File: config.mk
export PLATFORM = sky130hd
export DESIGN_NAME = dmem_arbiter
export DESIGN_NICKNAME = d
export VERILOG_FILES = /design/src/rtl/dmem_arb_pkg.sv /design/src/rtl/dmem_arb_rr_arb2.sv /design/src/rtl/dmem_arbiter.sv
export SDC_FILE = /design/constraint.sdc
export NUM_CORES = 1
export LEC_CHECK = 0
export CORE_MARGIN = 3
export CORE_UTILIZATION = 37
export CTS_BUF_LIST = sky130_fd_sc_hd__clkbuf_8
export DETAILED_ROUTE_END_ITERATION = 16
export GPL_TIMING_DRIVEN = 0
export PLACE_DENSITY = 0.87
export SYNTH_ARGS = -nofsm -noshare
export SYNTH_HDL_FRONTEND = slang
export SYNTH_HIERARCHICAL = 1
export SYNTH_SLANG_ARGS = --single-unit
File: constraint.sdc
create_clock -name clk -period 1.3 [get_ports clk]
set_input_delay 0.195 -clock clk [delete_from_list [all_inputs] [get_ports clk]]
set_output_delay 0.195 -clock clk [all_outputs]
set_load 0.01 [all_outputs]
File: src/rtl/dmem_arb_pkg.sv
// Shared types and constants for the two-port data-memory arbiter.
package dmem_arb_pkg;

    localparam int ADDR_W_DEF = 8;
    localparam int DATA_W_DEF = 8;

    localparam logic PORT_CPU = 1'b0;
    localparam logic PORT_DMA = 1'b1;

    typedef enum logic {
        IDLE   = 1'b0,
        ACCESS = 1'b1
    } state_t;

endpackage

File: src/rtl/dmem_arb_rr_arb2.sv
// Combinational two-way picker: round-robin on ties, or port 0 wins ties when FIXED_PRIO is set.
module rr_arb2
    import dmem_arb_pkg::*;
#(
    parameter bit FIXED_PRIO = 1'b0
) (
    input  logic [1:0] req,
    input  logic       last_grant,
    output logic       winner,
    output logic       valid
);

    // NOTE: every output gets a default before the case so no path leaves it unassigned (no latch).
    always_comb begin
        valid  = |req;
        winner = PORT_CPU;
        unique case (req)
            2'b01:   winner = PORT_CPU;
            2'b10:   winner = PORT_DMA;
            2'b11:   winner = FIXED_PRIO ? PORT_CPU : ~last_grant;
            default: winner = PORT_CPU;
        endcase
    end

endmodule

File: src/rtl/dmem_arbiter.sv
// Shares the 256x8 data memory between the CPU port (0) and the DMA/debug port (1),
// turning req/gnt handshakes into registered memory strobes and returning read data.
module dmem_arbiter
    import dmem_arb_pkg::*;
#(
    parameter int ADDR_W     = ADDR_W_DEF,
    parameter int DATA_W     = DATA_W_DEF,
    parameter bit FIXED_PRIO = 1'b0
) (
    input  logic              clk,
    input  logic              rst,
    input  logic              p0_req,
    input  logic              p0_we,
    input  logic [ADDR_W-1:0] p0_addr,
    input  logic [DATA_W-1:0] p0_wdata,
    output logic              p0_gnt,
    output logic              p0_rvalid,
    output logic [DATA_W-1:0] p0_rdata,
    input  logic              p1_req,
    input  logic              p1_we,
    input  logic [ADDR_W-1:0] p1_addr,
    input  logic [DATA_W-1:0] p1_wdata,
    output logic              p1_gnt,
    output logic              p1_rvalid,
    output logic [DATA_W-1:0] p1_rdata,
    output logic              mem_wr,
    output logic              mem_rd,
    output logic [ADDR_W-1:0] mem_addr,
    output logic [DATA_W-1:0] mem_data_in,
    input  logic [DATA_W-1:0] mem_data_out,
    output logic              busy
);

    state_t            state, state_n;
    logic              last_grant, last_grant_n;
    logic              lat_idx, lat_idx_n;
    logic [1:0]        gnt_q, gnt_n;
    logic [1:0]        rvalid_q, rvalid_n;
    logic [DATA_W-1:0] rdata_q [2];
    logic [DATA_W-1:0] rdata_n [2];
    logic              mem_wr_n, mem_rd_n, busy_n;
    logic [ADDR_W-1:0] mem_addr_n;
    logic [DATA_W-1:0] mem_data_in_n;

    logic              pick, pick_valid;
    logic              sel_we;
    logic [ADDR_W-1:0] sel_addr;
    logic [DATA_W-1:0] sel_wdata;

    rr_arb2 #(
        .FIXED_PRIO(FIXED_PRIO)
    ) u_pick (
        .req       ({p1_req, p0_req}),
        .last_grant(last_grant),
        .winner    (pick),
        .valid     (pick_valid)
    );

    assign sel_we    = pick ? p1_we    : p0_we;
    assign sel_addr  = pick ? p1_addr  : p0_addr;
    assign sel_wdata = pick ? p1_wdata : p0_wdata;

    always_comb begin
        state_n       = state;
        last_grant_n  = last_grant;
        lat_idx_n     = lat_idx;
        mem_wr_n      = 1'b0;
        mem_rd_n      = 1'b0;
        mem_addr_n    = '0;
        mem_data_in_n = '0;
        busy_n        = 1'b0;
        gnt_n         = '0;
        rvalid_n      = '0;
        rdata_n[0]    = rdata_q[0];
        rdata_n[1]    = rdata_q[1];

        unique case (state)
            IDLE: begin
                if (pick_valid) begin
                    state_n        = ACCESS;
                    last_grant_n   = pick;
                    lat_idx_n      = pick;
                    mem_wr_n       = sel_we;
                    mem_rd_n       = ~sel_we;
                    mem_addr_n     = sel_addr;
                    mem_data_in_n  = sel_we ? sel_wdata : '0;
                    busy_n         = 1'b1;
                    gnt_n[pick]    = 1'b1;
                end
            end
            ACCESS: begin
                // Memory output is valid now because mem_rd has been high for the whole cycle.
                state_n = IDLE;
                if (mem_rd) begin
                    rdata_n[lat_idx]  = mem_data_out;
                    rvalid_n[lat_idx] = 1'b1;
                end
            end
            default: state_n = IDLE;
        endcase
    end

    // NOTE: sequential state uses non-blocking assignments so all registers update from pre-edge values.
    always_ff @(posedge clk or posedge rst) begin
        if (rst) begin
            state       <= IDLE;
            last_grant  <= PORT_DMA;
            lat_idx     <= PORT_CPU;
            gnt_q       <= '0;
            rvalid_q    <= '0;
            rdata_q[0]  <= '0;
            rdata_q[1]  <= '0;
            mem_wr      <= 1'b0;
            mem_rd      <= 1'b0;
            mem_addr    <= '0;
            mem_data_in <= '0;
            busy        <= 1'b0;
        end else begin
            state       <= state_n;
            last_grant  <= last_grant_n;
            lat_idx     <= lat_idx_n;
            gnt_q       <= gnt_n;
            rvalid_q    <= rvalid_n;
            rdata_q[0]  <= rdata_n[0];
            rdata_q[1]  <= rdata_n[1];
            mem_wr      <= mem_wr_n;
            mem_rd      <= mem_rd_n;
            mem_addr    <= mem_addr_n;
            mem_data_in <= mem_data_in_n;
            busy        <= busy_n;
        end
    end

    assign p0_gnt    = gnt_q[0];
    assign p1_gnt    = gnt_q[1];
    assign p0_rvalid = rvalid_q[0];
    assign p1_rvalid = rvalid_q[1];
    assign p0_rdata  = rdata_q[0];
    assign p1_rdata  = rdata_q[1];

endmodule
==> impl_metrics.py, run 1 <==
metrics = {
    "status": {
        "status": "finished clean",
    },
    "floorplan": {
        "core_um2": 4140,
        "ios": 85,
        "initial_core_util": 0.396,
        "rows": 23,
        "die_area_um2": 5270,
        "die_x_um": 72.6,
        "die_h_um": 72.6,
    },
    "sta": {
        "hold_viol": 0,
        "finalCritPeriodShare": 0.957,
        "relSlewSlack": 0.458,
        "setup_viol": 0,
        "worst_pin_slew_ns": 0.812,
        "setup_slack_ns": 0.0556,
        "fmax_mhz": 804,
        "drv_slew": 0,
        "rsz0062_at_grt": "false",
        "skew_ns": 0.00203,
        "fin_crit_ns": 1.24,
    },
    "detailed_routing": {
        "dr.pass1.iters": 2,
        "ant_nets": 0,
        "drt-wirelength-per-cell_um": 14.5,
        "drc": 0,
        "drt-vias-per-instance": 4.66,
        "drt-initial-drc-count": 51,
        "drt_wl_total_mm": 3.67,
        "vias": 1180,
    },
    "logic_synthesis": {
        "ys_seq_area_frac": 0.626,
        "mappedNetlistArea_um2": 1640,
        "synth_top_cell_area_share": 0.610,
        "syn-instance-count": 110,
        "synth_warnings": 6,
        "ys_types": 18,
        "synth-seq-cells": 41,
        "synth-main-ff-cell": "dfrtp_1",
        "syn_nets": 156,
        "synthTopCellsByCount": "dfrtp_1 (40), mux2i_1 (16), mux2_1 (13)",
        "synth.most_common_cell": "dfrtp_1",
        "synth_area_leaders": "dfrtp_1 (61%), mux2i_1 (9.8%), mux2_1 (8.9%), nor3_2 (4.9%), mux2_2 (3.4%)",
        "postSynth.asyncResetShare": 1.00,
        "synth_edf_count": 0,
        "synth_top_area_cell": "dfrtp_1",
        "syn_avg_cell_area_um2": 14.9,
    },
    "placement": {
        "post-place-ws_ns": -0.402,
        "place_congestion": 0.713,
        "port_buffers": 84,
        "hpwl_mm": 2.68,
    },
    "final_layout": {
        "syn2layout_area_growth_pct": 61.2,
        "drive_gt1_frac": 0.172,
        "nNetsFinal": 249,
        "final_util": 0.639,
        "diodes": 0,
        "fillerInstances": 346,
    },
    "clock_network": {
        "clock_sinks": 41,
        "clock_latency_ns": 0.28,
        "cts_buffers": 5,
        "path_clk_slew_ns": 0.07,
        "cts_root_buf": "clkbuf_8",
        "holdBufCountCts": 0,
        "cts_tree": "done",
        "clk_path_buf_depth": 2,
        "htree_num_levels": 2,
    },
    "setup_path": {
        "arrival_ns": 1.42,
        "path_class": "flop to flop",
        "critical_path_required_ns": 1.47,
        "end_kind": "flop",
        "worstPathMaxFanout": 8,
        "start_kind": "flop",
    },
    "global_route": {
        "antenna_found_initial": 0,
        "grt_remaining_overflow": 0,
        "grt_use_total": 0.150,
        "grt_max_degree": 42,
        "grt_pass1_vias": 1260,
        "grt_pass1_wl_mm": 5.91,
    },
    "power": {
        "leakagePower_nw": 1.30,
        "powerDensity_nw_per_um2": 1440,
        "ir_worst_vdd_v": 0.000547,
    },
    "min_path": {
        "hp-class": "input port to asynchronous set/reset pin",
    },
    "flow_run": {
        "maxCapViolations": 0,
    },
}
layout by cell type, fill, tap and decap left out, types with 2 or more instances in the layout:
master | netlist | final
clkdlybuf4s50_1 | 0 | 43
dlygate4sd2_1 | 0 | 39
mux2_1 | 13 | 13
mux2_2 | 5 | 5
dfrtp_2 | 0 | 2
mux2i_1 | 16 | 14
buf_4 | 1 | 3
clkbuf_8 | 0 | 6
dlymetal6s2s_1 | 0 | 2
inv_1 | 5 | 5
nor3_2 | 8 | 8
mux2i_2 | 0 | 2
nor2_1 | 11 | 11
dfrtp_1 | 40 | 38
cell type report:
| type | count | area, µm² | area share |
|---|---|---|---|
| Clock buffer | 6 | 82.6 | 0.0312 |
| Multi-Input combinational cell | 60 | 589 | 0.223 |
| Tap cell | 50 | 62.6 | 0.0236 |
| Inverter | 5 | 18.8 | 0.00709 |
| Timing Repair Buffer | 86 | 825 | 0.312 |
| Buffer | 4 | 35.0 | 0.0132 |
| Clock inverter | 1 | 3.75 | 0.00142 |
| Sequential cell | 41 | 1030 | 0.389 |
state kept, by name, indices dropped and copies added, names as in the netlist:
signal and cells:
mem_wr 1, busy 1, last_grant 1, p0_rdata 8, mem_data_in 8, mem_rd 1, mem_addr 8, gnt_q 2
rvalid_q 2, p1_rdata 8, lat_idx 1
worst paths after layout:
kind                                    startpoint                        to  slack [ns]  cells past startpoint
setup / recovery            last_grant$_DFFE_PP1P_  mem_data_in[0]$_DFF_PP0_        0.06                      4
hold / removal                                 rst     mem_addr[7]$_DFF_PP0_        0.39                      2
setup reg to reg            last_grant$_DFFE_PP1P_  mem_data_in[0]$_DFF_PP0_        0.06                      4
hold reg to reg            p0_rdata[0]$_DFFE_PP0P_   p0_rdata[0]$_DFFE_PP0P_        0.49                      1
max in group asynchronous                      rst            busy$_DFF_PP0_        0.34                      2
min in group clk                            p1_req          mem_rd$_DFF_PP0_        0.43                      4
kinds of logic after synthesis:
| family | Yosys count | share of synthesized area |
|---|---|---|
| DFF | 41 | 0.626 |
| muxes | 35 | 0.235 |
| and+or+nand+nor | 24 | 0.108 |
| buffers and inverters | 9 | 0.0267 |
| AOI/OAI and AO/OA | 1 | 0.00457 |
routing by layer:
metal  vias to the layer above  track usage  wire [µm]
met5                         -            0          0
met4                         0       0.0492         55
met3                         7       0.0771        364
met2                        53        0.259       1880
met1                       560        0.158       1370
li1                        560            -          -
critical path, cell delays in order, from the launching register on:
cell and delay [ns]:
dfstp_2 0.39, a21boi_4 0.21, mux2i_4 0.32, buf_12 0.16, nor3_2 0.05
per-stage QoR:
stage	hold WS [ns]	power [mW]	setup TNS, ns	cells	area [µm²]
floorplan	0.327	2.35	0	110	1650
global placement	0.474	3.19	-33.05	244	2550
detailed placement	0.481	3.24	-7.60	244	2550
CTS	0.426	3.85	0	253	2630
global route	0.478	4.05	0	253	2650
finish	0.390	3.80	0	253	2650
where the power goes:
group / internal (mW) / switching (mW)
Sequential: 1.61 / 0.148
Combinational: 0.692 / 0.537
Clock: 0.413 / 0.400
timing repair:
item                                    CTS  global route
endpoints found under the setup margin   57             8
pin swaps                                 0             1
cloned                                    0             0
gates resized for setup                  44             5
buffers inserted                          2             0
No activity file was read; power rests on OpenSTA's default activity.
==> run 2, diff against run 1 <==
- GPL_ROUTABILITY_DRIVEN: not set -> 0
==> results of run 2 <==
Final layout, timing and power as in run 1 (identical DEF).
==> run 3, diff against run 2 <==
- GPL_ROUTABILITY_DRIVEN: 0 -> not set
==> results of run 3 <==
Final layout, timing and power as in run 1 (identical DEF).
